[config.mk]
export PLATFORM = sky130hd
export DESIGN_NAME = port_tx_unit
export DESIGN_NICKNAME = d
export VERILOG_FILES = /design/src/rtl/port_tx_unit.sv
export SDC_FILE = /design/constraint.sdc
export NUM_CORES = 1
export LEC_CHECK = 0
export ABC_CLOCK_PERIOD_IN_PS = 3900
export CAP_MARGIN = 20
export CELL_PAD_IN_SITES_DETAIL_PLACEMENT = 1
export CELL_PAD_IN_SITES_GLOBAL_PLACEMENT = 1
export CORE_ASPECT_RATIO = 1.2
export CORE_MARGIN = 3
export CORE_UTILIZATION = 54
export CTS_CLUSTER_SIZE = 25
export DETAILED_ROUTE_END_ITERATION = 7
export PLACE_DENSITY = 0.93
export SLEW_MARGIN = 30
export SYNTH_ARGS = -nofsm -noshare
export SYNTH_HDL_FRONTEND = slang
export SYNTH_SLANG_ARGS = --single-unit
[constraint.sdc]
create_clock -name clk -period 3.9 [get_ports clk]
set_input_delay 0.39 -clock clk [delete_from_list [all_inputs] [get_ports clk]]
set_output_delay 0.39 -clock clk [all_outputs]
set_load 0.05 [all_outputs]
[src/rtl/port_tx_unit.sv]
// port_tx_unit: buffers 16-bit words written by the CPU output port and sends each one on a
// UART line. Each word goes out as two 8N1 frames, low byte first. The CPU is never stalled.
// A word that arrives while the FIFO is full is dropped, and the sticky overflow flag is set.
//
// Ports:
//   clk       system clock, rising edge
//   rst       asynchronous active-low reset
//   load      write strobe, one cycle per OUT instruction
//   data      16-bit word, sampled when load=1
//   tx        registered serial line, idle high
//   busy      FIFO non-empty or transmitter active
//   full      FIFO holds DEPTH words
//   overflow  sticky; a load was dropped because the FIFO was full
//   level     current FIFO occupancy, 0..DEPTH
module port_tx_unit #(
    parameter int unsigned CLKS_PER_BIT = 16,
    parameter int unsigned DEPTH        = 4,
    parameter int unsigned AW           = 2
) (
    input  logic          clk,
    input  logic          rst,
    input  logic          load,
    input  logic [15:0]   data,
    output logic          tx,
    output logic          busy,
    output logic          full,
    output logic          overflow,
    output logic [AW:0]   level
);

    localparam int unsigned   CW        = (CLKS_PER_BIT > 1) ? $clog2(CLKS_PER_BIT) : 1;
    localparam logic [CW-1:0] BaudLast  = CW'(CLKS_PER_BIT - 1);
    localparam logic [AW:0]   CountFull = (AW + 1)'(DEPTH);

    typedef enum logic [1:0] {StIdle, StStart, StData, StStop} state_e;

    // FIFO storage and bookkeeping
    logic [15:0]   mem_q [DEPTH];
    logic [AW-1:0] wptr_q, rptr_q;
    logic [AW:0]   count_q, count_d;
    logic          overflow_q;
    logic          push, pop;

    // Transmitter state
    state_e        state_q, state_d;
    logic [CW-1:0] baud_q, baud_d;
    logic [2:0]    bit_idx_q, bit_idx_d, next_idx;
    logic          byte_sel_q, byte_sel_d;
    logic [15:0]   word_q;
    logic          tx_q, tx_d;
    logic [7:0]    cur_byte;

    assign full     = (count_q == CountFull);
    assign push     = load & ~full;
    assign busy     = (state_q != StIdle) | (count_q != '0);
    assign overflow = overflow_q;
    assign level    = count_q;
    assign tx       = tx_q;

    assign cur_byte = byte_sel_q ? word_q[15:8] : word_q[7:0];
    assign next_idx = bit_idx_q + 3'd1;

    always_comb begin
        count_d = count_q;
        unique case ({push, pop})
            2'b10:   count_d = count_q + (AW + 1)'(1);
            2'b01:   count_d = count_q - (AW + 1)'(1);
            default: count_d = count_q;
        endcase
    end

    // Memory needs no reset; the pointers and the count decide which entries are valid.
    always_ff @(posedge clk) begin
        if (push) begin
            mem_q[wptr_q] <= data;
        end
    end

    always_ff @(posedge clk or negedge rst) begin
        if (!rst) begin
            wptr_q     <= '0;
            rptr_q     <= '0;
            count_q    <= '0;
            overflow_q <= 1'b0;
            word_q     <= '0;
        end else begin
            count_q <= count_d;
            if (push) begin
                wptr_q <= wptr_q + AW'(1);
            end
            if (pop) begin
                rptr_q <= rptr_q + AW'(1);
                word_q <= mem_q[rptr_q];
            end
            if (load && full) begin
                overflow_q <= 1'b1;
            end
        end
    end

    // tx_d is the line level for the next cycle, so tx changes on the edge that changes state.
    always_comb begin
        state_d    = state_q;
        baud_d     = baud_q + CW'(1);
        bit_idx_d  = bit_idx_q;
        byte_sel_d = byte_sel_q;
        tx_d       = tx_q;
        pop        = 1'b0;
        unique case (state_q)
            StIdle: begin
                baud_d = '0;
                tx_d   = 1'b1;
                if (count_q != '0) begin
                    pop        = 1'b1;
                    byte_sel_d = 1'b0;
                    state_d    = StStart;
                    tx_d       = 1'b0;
                end
            end
            StStart: begin
                if (baud_q == BaudLast) begin
                    state_d   = StData;
                    baud_d    = '0;
                    bit_idx_d = '0;
                    tx_d      = cur_byte[0];
                end
            end
            StData: begin
                if (baud_q == BaudLast) begin
                    baud_d = '0;
                    if (bit_idx_q == 3'd7) begin
                        state_d = StStop;
                        tx_d    = 1'b1;
                    end else begin
                        bit_idx_d = next_idx;
                        tx_d      = cur_byte[next_idx];
                    end
                end
            end
            StStop: begin
                if (baud_q == BaudLast) begin
                    baud_d = '0;
                    if (!byte_sel_q) begin
                        // The high byte follows straight on, with no idle gap.
                        byte_sel_d = 1'b1;
                        state_d    = StStart;
                        tx_d       = 1'b0;
                    end else begin
                        state_d = StIdle;
                        tx_d    = 1'b1;
                    end
                end
            end
            default: begin
                state_d = StIdle;
                tx_d    = 1'b1;
            end
        endcase
    end

    always_ff @(posedge clk or negedge rst) begin
        if (!rst) begin
            state_q    <= StIdle;
            baud_q     <= '0;
            bit_idx_q  <= '0;
            byte_sel_q <= 1'b0;
            tx_q       <= 1'b1;
        end else begin
            state_q    <= state_d;
            baud_q     <= baud_d;
            bit_idx_q  <= bit_idx_d;
            byte_sel_q <= byte_sel_d;
            tx_q       <= tx_d;
        end
    end

endmodule

# Word-level counts from Yosys, hierarchy flattened
# Memory sizes are Yosys's and may differ from the RTL's. A register that Yosys moved wholly into a read port is not among the register bits.
# Cells that the tools add are included.
totals:
  register_bits: 19
  ramBits: 64
  input_bits: 19
  out_inout_bits: 7
  elab_cells: 78
  n_memories: 1
mem_list:
  columns: ["memory", "words", "width", "rd", "rd_ports_with_merged_regs", "wr", "line", "source"]
  rows:
  - ["mem_q", 4, 16, 1, 1, 1, "38", "logic [15:0] mem_q [DEPTH];"]
op_classes:
  n_addsub: 6
  n_lt_le_gt_ge: 1
  eq_ne: 14
  muxes: 31
  bitwise: 3
  reduce_logical: 13
op_table:
  columns: ["cell", "count"]
  rows:
  - ["$mux W1", 14]
  - ["$ne A2 B2 Y1 const B", 6]
  - ["$pmux W3 S2", 2]
  - ["$mux W2", 5]
  - ["$mux W3", 3]
  - ["$mux W8", 1]
  - ["$pmux W2 S4", 1]
  - ["$pmux W4 S2", 1]
  - ["$reduce_bool A2 Y1", 4]
  - ["$add A3 B1 Y3 const B", 2]
  - ["$eq A2 B2 Y1 const B", 3]
  - ["$eq A3 B3 Y1 const B", 2]
  - ["$reduce_and A3 Y1", 2]
  - ["$reduce_and A5 Y1", 1]
  - ["$add A2 B1 Y2 const B", 2]
  - ["$add A4 B1 Y4 const B", 1]
  - ["$eq A2 B1 Y1 const B", 2]
  - ["$eq A4 B4 Y1 const B", 1]
  - ["$lt A3 B4 Y1 const B", 1]
  - ["$mux W4", 1]
  - ["$pmux W1 S4", 1]
  - ["$reduce_and A4 Y1", 1]
  - ["$bmux W1 S3", 1]
  - ["$reduce_bool A3 Y1", 1]
  - ["9 further kinds", 9]

# Logic depth before layout (Yosys ltp)
# Gate-level depths: netlist (run 1).
depth:
  depth_word: 6
  mapped_depth: 11
  mapped_depth_nobuf: 10

# Worst setup path before layout (run 1)
# Ideal clock, no wire load.
synth_timing:
  path_kind: "reg2reg"
  from: "reg count_q[0] (netlist: level[0])"
  to: "reg count_q[2] (netlist: level[2])"
  setup_time_ps: 82
  t_arrival_ps: 2540
  required_ps: 3818
  path_slack_ps: 1278
  stages_incl_launch_ff: 12
  path_buffers: 1
  synth_period_minus_slack_ps: 2622
  cell_sequence: "dfrtp_1 > inv_1 > and3_1 > nor2b_1 > clkbuf_1 > inv_1 > ha_1 > inv_1 > fa_1 > xor2_1 > nor2_1 > xor2_1"
synth_via:
  elab_chain_len: 5
  word_cells_on_any_way: 12
  classes_between: "add/sub: 2; eq/ne: 3; mux: 3; bitwise: 2; reduce/logical: 2"
synth_rtl:
  columns: ["item", "line", "source"]
  rows:
  - ["from (decl)", "40", "logic [AW:0] count_q, count_d;"]
  - ["from (signal assigned)", "87", "count_q <= count_d;"]
  - ["$eq A3 B3 Y1 (*)", "53", "assign full = (count_q == CountFull);"]
  - ["via full", "26", "output logic full,"]
  - ["$not A1 Y1 (*)", "54", "assign push = load & ~full;"]
  - ["$and A1 B1 Y1 (*)", "54", null]
  - ["$eq A2 B1 Y1 / $eq A2 B2 Y1 (equally long branches)", "65", "unique case ({push, pop})"]
  - ["$pmux W3 S2 / $reduce_bool A2 Y1 (equally long branches)", null, null]
# Mark *: on every way through the listed nets, which the timed path passes. The rest lies on a longest branch.
# A chain may end at the register's enable or synchronous reset.

# Final worst setup path (run 1)
layout_timing:
  from: "reg state_q[0]"
  to: "out busy"
layout_via:
  elab_chain_len: 2
layout_rtl:
  columns: ["item", "line", "source"]
  rows:
  - ["from (decl)", "45", "state_e state_q, state_d;"]
  - ["from (signal assigned)", "163", "state_q <= StIdle;"]
  - ["from (signal assigned)", "169", "state_q <= state_d;"]
  - ["$reduce_bool A2 Y1", "55", "assign busy = (state_q != StIdle) | (count_q != '0);"]
  - ["$or A1 B1 Y1", "55", null]
  - ["to (decl)", "25", "output logic busy,"]
# Every way passes these cells.

==> flow_metrics.env, run 1 <==
export IMPL_outcome="complete, no violations"
export IMPL_dp_hpwl_mm=5.39
export IMPL_relSlewSlack_pct=42.2
export IMPL_regArea_mm2=0.00280
export IMPL_synth_top_area_cell="edfxtp_1"
export IMPL_core_mm2=0.00740
export IMPL_gp_congestion=0.726
export IMPL_worst_pin_slew_ns=0.866
export IMPL_instances_no_fill=364
export IMPL_cts_hold_buf=0
export IMPL_critPathLaunchType="flip-flop"
export IMPL_fillerInstances=649
export IMPL_crit_path_top_delay_cell="clkdlybuf4s50_1"
export IMPL_dp_cells=348
export IMPL_fin_tns_setup_ns=0
export IMPL_multi_input_area_mm2=0.00128
export IMPL_min_path_type="in2async"
export IMPL_worstSetupPathType="reg2out"
export IMPL_ys_ff_latch=99
export IMPL_crit_cells=4
export IMPL_cts_tree="built"
export IMPL_firstDrtPassIters=4
export IMPL_wl_mm=7.59
export IMPL_synth_top_area_share_pct=45.9
export IMPL_rrSetupSlack_ns=1.47
export IMPL_wl_per_cell_um=20.9
export IMPL_grt_pass1_vias=2359
export IMPL_yosysWarnings=0
export IMPL_overflow=0
export IMPL_p_per_area_mw_per_mm2=749
export IMPL_timing_rr_end="level[2]"
export IMPL_crit_buf_inv=2
export IMPL_nNetsFinal=302
export IMPL_cp_end_kind="primary output"
export IMPL_syn_area_per_cell_um2=17.4
export IMPL_worstPathMaxFanout=6
export IMPL_cts_made_buffers=9
export IMPL_pin_count=26
export IMPL_rsz0062_at_grt="false"
export IMPL_synth_edf_count=64
export IMPL_arrival_ns=2.15
export IMPL_fmax_mhz=393
export IMPL_cts_path_max_buffers=2
export IMPL_cts_resized=0
export IMPL_viasPerCell=5.79
export IMPL_yosysUniqueCellTypes=40
export IMPL_fin_area_mm2=0.00468
export IMPL_portBuffers=25
export IMPL_cts_htree_levels=3
export IMPL_period_minus_slack_ns=2.54
export IMPL_yosysSeqAreaShare_pct=66.8
export IMPL_insertion_delay_ns=0.35
export IMPL_cts_root_buffer="clkbuf_8"
export IMPL_drive_above_1_share_pct=16.8
export IMPL_setup_viol=0
export IMPL_reg2regPathDepth=10
export IMPL_drt_initial_drc_count=134
export IMPL_power_leakage_nw=1.73
export IMPL_reg2reg_from="state_q[0]"
export IMPL_grt_usage_pct=19.4
export IMPL_antenna_found_initial=0
export IMPL_ant_nets=0
export IMPL_ys_flop_type="edfxtp_1"
export IMPL_die_h_um=102
export IMPL_synth_async_sr_flop_share_pct=35.4
export IMPL_cts_sinks=99
export IMPL_clk_pin_slew_ns=0.10
export IMPL_vdd_ir_drop_worst_mv=0.461
export IMPL_drcViolationCount=0
export IMPL_fp_dieW_um=86.4
export IMPL_critical_path_cell_chain="inv_1, ha_1, nand2_1, clkdlybuf4s50_1"
export IMPL_rows=34
export IMPL_synth_area_top_cells="edfxtp_1 (46%), dfrtp_1 (20%), mux4_2 (8.6%)"
export IMPL_required_ns=3.51
export IMPL_skew_ns=0.0110
export IMPL_endpoint="busy"
export IMPL_vias=2108
export IMPL_finalHoldViolCount=0
export IMPL_slew_violations=0
export IMPL_synth_area_mm2=0.00419
export IMPL_syn_nets=274
export IMPL_die_area_mm2=0.00885
export IMPL_area_growth_pct=11.7
export IMPL_finalCritPeriodShare_pct=65.2
export IMPL_crit_family="buffers and inverters"
export IMPL_maxCapViolCount=0
export IMPL_startpoint="state_q[0]"
export IMPL_antennaDiodeCount=0
export IMPL_post_cts_buffers=0
export IMPL_start_util_pct=56.6
export IMPL_synthCells=241
export IMPL_grt_pass1_wl_mm=12.7
export IMPL_grt_max_degree=36
export IMPL_cpPeakStageDelay_ns=0.82
export IMPL_placed_area_mm2=0.00449
==> Yosys cell counts, types with 2 or more instances <==
master and number:
a21o_1 2, a21oi_1 7, a22o_1 3, and2_1 4, and3_1 2, buf_2 2, buf_6 4, clkbuf_1 3
dfrtp_1 34, edfxtp_1 64, ha_1 13, inv_1 11, mux2_1 8, mux2_4 8, mux4_1 3, mux4_2 16
nand2_1 11, nand3_1 3, nand4b_1 2, nor2_1 5, nor2b_1 3, nor3_1 3, o21ai_0 4, o21ai_1 2
o31ai_1 4, xnor2_1 5, xor2_1 2
==> registers in the layout, indices dropped and copies added (netlist names), 2 cells and up <==
signal / flops
baud_q: 4
level: 3
mem_q: 64
word_q: 16
wptr_q: 2
bit_idx_q: 3
state_q: 2
rptr_q: 2
==> power breakdown <==
group          switching, mW  total [mW]  internal (mW)  leakage (nW)
Combinational          0.600        1.21          0.606         0.636
Clock                  0.364       0.608          0.244        0.0917
Sequential             0.251        1.69           1.44          1.01
Total                   1.21        3.51           2.29          1.73
==> per-layer routing <==
metal | vias to the layer above | part of all wire, % | GRT usage (%)
li1 | 975 | - | -
met1 | 1088 | 42 | 25.3
met2 | 41 | 54 | 33.5
met3 | 4 | 3.6 | 2.82
met4 | 0 | 0.59 | 6.83
met5 | - | 0 | 0
==> worst min-delay path by stage <==
stage,from,endpoint,slack (ns),cells after the start
6_report,rst,baud_q[3],0.43,2
5_1_grt,rst,baud_q[2],0.46,2
4_1_cts,rst,baud_q[3],0.44,2
3_5_place_dp,overflow,overflow,0.46,1
3_3_place_gp,overflow,overflow,0.44,1
2_1_floorplan,rst,baud_q[0],0.09,0
==> stage by stage <==
| stage | total power [mW] | hold WS, ns | setup slack [ns] | util (%) |
|---|---|---|---|---|
| 6_report | 3.51 | 0.425 | 1.36 | 63.2 |
| 5_1_grt | 3.74 | 0.456 | 1.24 | 63.2 |
| 4_1_cts | 3.55 | 0.444 | 1.32 | 63.2 |
| 3_5_place_dp | 2.94 | 0.457 | 1.37 | 60.7 |
| 3_3_place_gp | 2.82 | 0.437 | 1.54 | 60.7 |
| 2_1_floorplan | 2.59 | 0.0944 | 1.28 | - |
==> worst reg2reg max path, stage by stage, from the launching register on <==
cell and delay [ns]:
dfrtp_1 0.44, inv_1 0.13, ha_1 0.29, nand2_2 0.14, inv_4 0.24, ha_1 0.25, inv_1 0.07, fa_1 0.37
xor2_1 0.15, nor2_1 0.14, xor2_1 0.15
==> final cells by class <==
cell class / instances / share of cell area [%]
clock buffer: 9 / 2.65
clock inverter: 7 / 1.28
inverter: 12 / 1.02
multi-input combinational: 121 / 27.3
sequential: 99 / 59.9
tap: 90 / 2.41
timing repair buffer: 26 / 5.51
==> logic make-up (layout without fill, tap and decap cells) <==
logic type | Yosys count | count (layout) | synth area share, %
flops | 99 | 99 | 66.8
mux | 37 | 37 | 16.0
simple gates | 37 | 37 | 4.57
compound gates | 26 | 26 | 4.06
buf+inv | 21 | 54 | 2.72
fa+ha+maj | 14 | 14 | 4.36
xor+xnor | 7 | 7 | 1.46
==> cells in the final DEF (no fill, tap or decap), types with 3 or more instances in the layout <==
cell,synthesis,final
a21oi_1,7,7
a22o_1,3,3
and2_1,4,4
clkbuf_8,0,9
clkdlybuf4s50_1,0,25
dfrtp_1,34,33
edfxtp_1,64,64
ha_1,13,13
inv_1,11,11
mux2_1,8,8
mux2_4,8,8
mux4_1,3,3
mux4_2,16,16
nand2_1,11,11
nand3_1,3,3
nor2_1,5,5
nor2b_1,3,3
nor3_1,3,3
o21ai_0,4,4
o31ai_1,4,4
xnor2_1,5,5
(Power assumes the default switching activity.)
==> run 2, diff against run 1 <==
- ABC_CLOCK_PERIOD_IN_PS: 3900 -> 2500
- CORE_UTILIZATION: 54 -> 50
- PLACE_DENSITY: 0.93 -> 0.88
- clock period: 3.9 -> 2.5 ns (I/O delays scaled with it)
==> flow_metrics.env, run 2 (same netlist as run 1, synthesis figures left out) <==
export IMPL_worstSetupPathType="reg2out"
export IMPL_drt_initial_drc_count=39
export IMPL_fin_tns_setup_ns=0
export IMPL_start_util_pct=52.8
export IMPL_antenna_found_initial=0
export IMPL_finalCritPeriodShare_pct=95.4
export IMPL_relSlewSlack_pct=65.3
export IMPL_cpPeakStageDelay_ns=0.82
export IMPL_core_mm2=0.00793
export IMPL_crit_path_top_delay_cell="clkdlybuf4s50_1"
export IMPL_finalHoldViolCount=0
export IMPL_grt_busiest_layer="met2"
export IMPL_insertion_delay_ns=0.36
export IMPL_clk_pin_slew_ns=0.10
export IMPL_firstDrtPassIters=4
export IMPL_reg_top3="mem_q (64), word_q (16), baud_q (4)"
export IMPL_p_clk_share_pct=17.2
export IMPL_grt_max_degree=36
export IMPL_wl_mm=7.64
export IMPL_pin_count=26
export IMPL_top_register="mem_q"
export IMPL_drive_above_1_share_pct=19.5
export IMPL_cts_sinks=99
export IMPL_p_seq_share_pct=44.9
export IMPL_overflow=0
export IMPL_largest_reg_flops=64
export IMPL_critPathLaunchType="flip-flop"
export IMPL_fillerInstances=720
export IMPL_portBuffers=25
export IMPL_power_switching_mw=1.90
export IMPL_met2_usage_pct=30.5
export IMPL_p_per_area_mw_per_mm2=1160
export IMPL_combPwrFrac_pct=37.9
export IMPL_p_int_mw=3.62
export IMPL_cts_htree_levels=3
export IMPL_cp_end_kind="primary output"
export IMPL_cts_tree="built"
export IMPL_area_growth_pct=13.8
export IMPL_grt_pass1_vias=2436
export IMPL_required_ns=2.25
export IMPL_min_path_type="in2async"
export IMPL_worstPathMaxFanout=6
export IMPL_viasPerCell=5.53
export IMPL_grtUsageMet3_pct=4.34
export IMPL_rsz0062_at_grt="false"
export IMPL_cts_root_buffer="clkbuf_8"
export IMPL_setup_viol=0
export IMPL_dp_cells=377
export IMPL_crit_buf_inv=2
export IMPL_skew_ns=0.0104
export IMPL_switching_share_pct=34.4
export IMPL_ant_nets=0
export IMPL_fmax_mhz=419
export IMPL_slew_violations=0
export IMPL_final_common_cell="edfxtp_1"
export IMPL_fp_dieW_um=89.6
export IMPL_cts_path_max_buffers=2
export IMPL_cts_resized=0
export IMPL_grt_usage_pct=17.9
export IMPL_wl_per_cell_um=19.4
export IMPL_rows=35
export IMPL_power_leakage_nw=1.78
export IMPL_gp_congestion=0.707
export IMPL_antennaDiodeCount=0
export IMPL_vdd_ir_drop_worst_mv=0.617
export IMPL_arrival_ns=2.14
export IMPL_post_cts_buffers=0
export IMPL_worst_pin_slew_ns=0.519
export IMPL_die_area_mm2=0.00952
export IMPL_layout_common_cells="edfxtp_1 (64), dfrtp_1 (34), clkdlybuf4s50_1 (25)"
export IMPL_maxCapViolCount=0
export IMPL_grt_use_met1_pct=21.6
export IMPL_critical_path_cell_chain="inv_1, ha_1, nand2_1, clkdlybuf4s50_1"
export IMPL_dp_hpwl_mm=5.14
export IMPL_outcome="complete, no violations"
export IMPL_drcViolationCount=0
export IMPL_die_h_um=106
export IMPL_cts_made_buffers=9
export IMPL_crit_family="buffers and inverters"
export IMPL_vias=2174
export IMPL_period_minus_slack_ns=2.39
export IMPL_cts_hold_buf=0
export IMPL_grt_pass1_wl_mm=12.4
export IMPL_nNetsFinal=310
export IMPL_instances_no_fill=393
-- run 2: power by group through the flow --
stage	sequential (mW)	clock, mW	combinational (mW)
after CTS	2.49	0.983	2.14
after global placement	2.48	0	2.01
after global routing	2.53	1.04	2.30
final	2.48	0.950	2.09
after floorplan	2.55	0	1.49
after detailed placement	2.52	0	2.13
-- run 2: layout make-up --
cell class / instances / area, um2 / area share, %
clock buffer: 9 / 124 / 2.60
multi-input combinational: 121 / 1280 / 26.8
timing repair buffer: 34 / 318 / 6.67
clock inverter: 7 / 61.3 / 1.29
tap: 111 / 139 / 2.91
sequential: 99 / 2800 / 58.7
inverter: 12 / 47.5 / 0.998
-- run 2: final timing paths --
check	start	end	slack, ns	depth (start not counted)
setup / recovery	state_q[0]	busy	0.11	4
hold / removal	rst	level[1]	0.31	2
setup reg to reg	state_q[0]	level[2]	0.39	10
hold reg to reg	overflow	overflow	0.48	1
max in group asynchronous	rst	tx	1.84	2
min in group clk	overflow	overflow	0.48	1
-- run 2: routing by layer --
layer | vias to the layer above | wire, um
met1 | 1140 | 3090
met5 | - | 0
met4 | 0 | 174
met3 | 13 | 216
li1 | 988 | -
met2 | 33 | 4160
-- run 2: metrics by stage --
step	hold slack, ns	instance area [um2]	power [mW]	utilization (%)	setup slack, ns
3_3_place_gp	0.437	4580	4.49	57.8	0.478
3_5_place_dp	0.452	4580	4.65	57.8	0.361
2_1_floorplan	-0.0456	4190	4.05	-	0.0365
4_1_cts	0.310	4770	5.61	60.1	0.0873
6_report	0.308	4770	5.53	60.1	0.114
5_1_grt	0.327	4770	5.88	60.1	0.00555
==> run 3, diff against run 2 <==
- CORE_UTILIZATION: 50 -> 53
- CTS_BUF_LIST: unset -> sky130_fd_sc_hd__clkbuf_4
- PLACE_DENSITY: 0.88 -> 0.92
==> flow_metrics.env, run 3 (same netlist as run 1, synthesis figures left out) <==
export IMPL_outcome="complete, no violations"
export IMPL_timing_rr_end="level[2]"
export IMPL_placed_area_mm2=0.00455
export IMPL_pin_count=26
export IMPL_rrSetupSlack_ns=0.30
export IMPL_power_leakage_nw=1.77
export IMPL_finalHoldViolCount=0
export IMPL_reg2regPathDepth=10
export IMPL_crit_path_top_delay_cell="clkdlybuf4s50_1"
export IMPL_cpPeakStageDelay_ns=0.80
export IMPL_arrival_ns=2.02
export IMPL_overflow=0
export IMPL_nNetsFinal=310
export IMPL_instances_no_fill=372
export IMPL_grt_pass1_vias=2419
export IMPL_relSlewSlack_pct=64.9
export IMPL_firstDrtPassIters=4
export IMPL_start_util_pct=56.3
export IMPL_p_seq_share_pct=45.3
export IMPL_die_h_um=103
export IMPL_crit_buf_inv=2
export IMPL_largest_reg_flops=64
export IMPL_critical_path_cell_chain="inv_1, and3_2, clkdlybuf4s50_1"
export IMPL_power_switching_mw=1.85
export IMPL_period_minus_slack_ns=2.27
export IMPL_area_growth_pct=12.8
export IMPL_highest_layer="met4"
export IMPL_vdd_ir_drop_worst_mv=0.603
export IMPL_portBuffers=25
export IMPL_drt_initial_drc_count=111
export IMPL_post_cts_buffers=0
export IMPL_die_area_mm2=0.00901
export IMPL_top_register="mem_q"
export IMPL_worstSetupPathType="reg2out"
export IMPL_worstPathMaxFanout=5
export IMPL_met1Wirelength_mm=3.22
export IMPL_reg2reg_from="state_q[0]"
export IMPL_multi_input_area_mm2=0.00128
export IMPL_cts_path_max_buffers=2
export IMPL_fin_util_pct=63.5
export IMPL_fin_tns_setup_ns=0
export IMPL_min_path_type="in2async"
export IMPL_insertion_delay_ns=0.43
export IMPL_cts_made_buffers=9
export IMPL_combPwrFrac_pct=37.5
export IMPL_grt_usage_pct=19.4
export IMPL_switching_share_pct=33.4
export IMPL_slew_violations=0
export IMPL_clk_pin_slew_ns=0.16
export IMPL_cts_resized=0
export IMPL_reg_top3="mem_q (64), word_q (16), baud_q (4)"
export IMPL_p_per_area_mw_per_mm2=1170
export IMPL_cts_sinks=99
export IMPL_viasPerCell=5.67
export IMPL_rsz0062_at_grt="false"
export IMPL_fp_dieW_um=87.2
export IMPL_maxCapViolCount=0
export IMPL_ant_nets=0
export IMPL_gp_congestion=0.695
export IMPL_fillerInstances=647
export IMPL_power_total_mw=5.53
export IMPL_critPathLaunchType="flip-flop"
export IMPL_cts_root_buffer="clkbuf_4"
export IMPL_drcViolationCount=0
export IMPL_cts_tree="built"
export IMPL_dp_cells=356
export IMPL_required_ns=2.25
export IMPL_cts_htree_levels=3
export IMPL_worst_pin_slew_ns=0.513
export IMPL_layout_common_cells="edfxtp_1 (64), dfrtp_1 (34), clkdlybuf4s50_1 (24)"
export IMPL_wl_mm=7.66
export IMPL_rows=34
export IMPL_fin_area_mm2=0.00472
export IMPL_setup_viol=0
export IMPL_wl_met3_um=180
export IMPL_skew_ns=0.0237
export IMPL_antennaDiodeCount=0
export IMPL_wl_met2_mm=4.20
export IMPL_regArea_mm2=0.00280
export IMPL_cp_end_kind="primary output"
export IMPL_drive_above_1_share_pct=19.5
export IMPL_dp_hpwl_mm=5.22
export IMPL_core_mm2=0.00744
export IMPL_cts_hold_buf=0
export IMPL_fmax_mhz=440
export IMPL_finalCritPeriodShare_pct=90.9
export IMPL_final_common_cell="edfxtp_1"
export IMPL_wl_per_cell_um=20.6
export IMPL_grt_max_degree=36
export IMPL_antenna_found_initial=0
export IMPL_grt_pass1_wl_mm=12.8
export IMPL_vias=2109
export IMPL_p_int_mw=3.68
export IMPL_p_clk_share_pct=17.3
export IMPL_crit_family="buffers and inverters"
[run 3: cell types whose count changed in the layout (fill, tap and decap cells not counted), moves of 2 or more]
cell	delta
inv_6	+2
clkinv_4	-3
inv_8	-2
bufinv_16	+2
clkbuf_4	+11
clkbuf_8	-9
[run 3: worst max-delay path by stage]
stage / startpoint / endpoint / slack, ns / cells after the start
after CTS: state_q[0] / busy / 0.009 / 4
final: level[0] / full / 0.23 / 3
after floorplan: level[0] / level[2] / 0.04 / 11
after detailed placement: state_q[0] / level[2] / 0.29 / 10
after global placement: state_q[0] / level[2] / 0.48 / 10
after global routing: state_q[0] / level[2] / 0.12 / 10
[run 3: area by class of cell]
| cell class | instances | area share, % |
|---|---|---|
| clock inverter | 5 | 1.80 |
| tap | 90 | 2.38 |
| multi-input combinational | 121 | 27.0 |
| inverter | 12 | 1.01 |
| clock buffer | 11 | 1.75 |
| timing repair buffer | 34 | 6.78 |
| sequential | 99 | 59.2 |
[run 3: routing by layer]
metal / global-route usage, % / vias up
met1: 24.3 / 1084
met5: 0 / -
li1: - / 994
met4: 5.19 / 0
met3: 3.65 / 5
met2: 34.8 / 26
[run 3: per-stage QoR]
stage | setup WS, ns | hold slack [ns]
global route | 0.116 | 0.250
finish | 0.228 | 0.209
floorplan | 0.0365 | -0.0456
CTS | 0.00878 | 0.224
detailed placement | 0.292 | 0.450
global placement | 0.480 | 0.437
[run 3: power groups by stage]
stage / combinational, mW / sequential, mW / clock [mW]
finish: 2.07 / 2.50 / 0.954
global route: 2.28 / 2.56 / 1.04
CTS: 2.11 / 2.51 / 0.973
detailed placement: 2.09 / 2.54 / 0
global placement: 1.99 / 2.49 / 0
floorplan: 1.49 / 2.55 / 0
[run 3: worst reg2reg max path, delay by kind of cell (launching register included)]
kind / cells / cell delay (ns)
fa+ha+maj: 3 / 0.83
flops: 1 / 0.46
xor+xnor: 2 / 0.32
buf+inv: 3 / 0.27
simple gates: 2 / 0.27
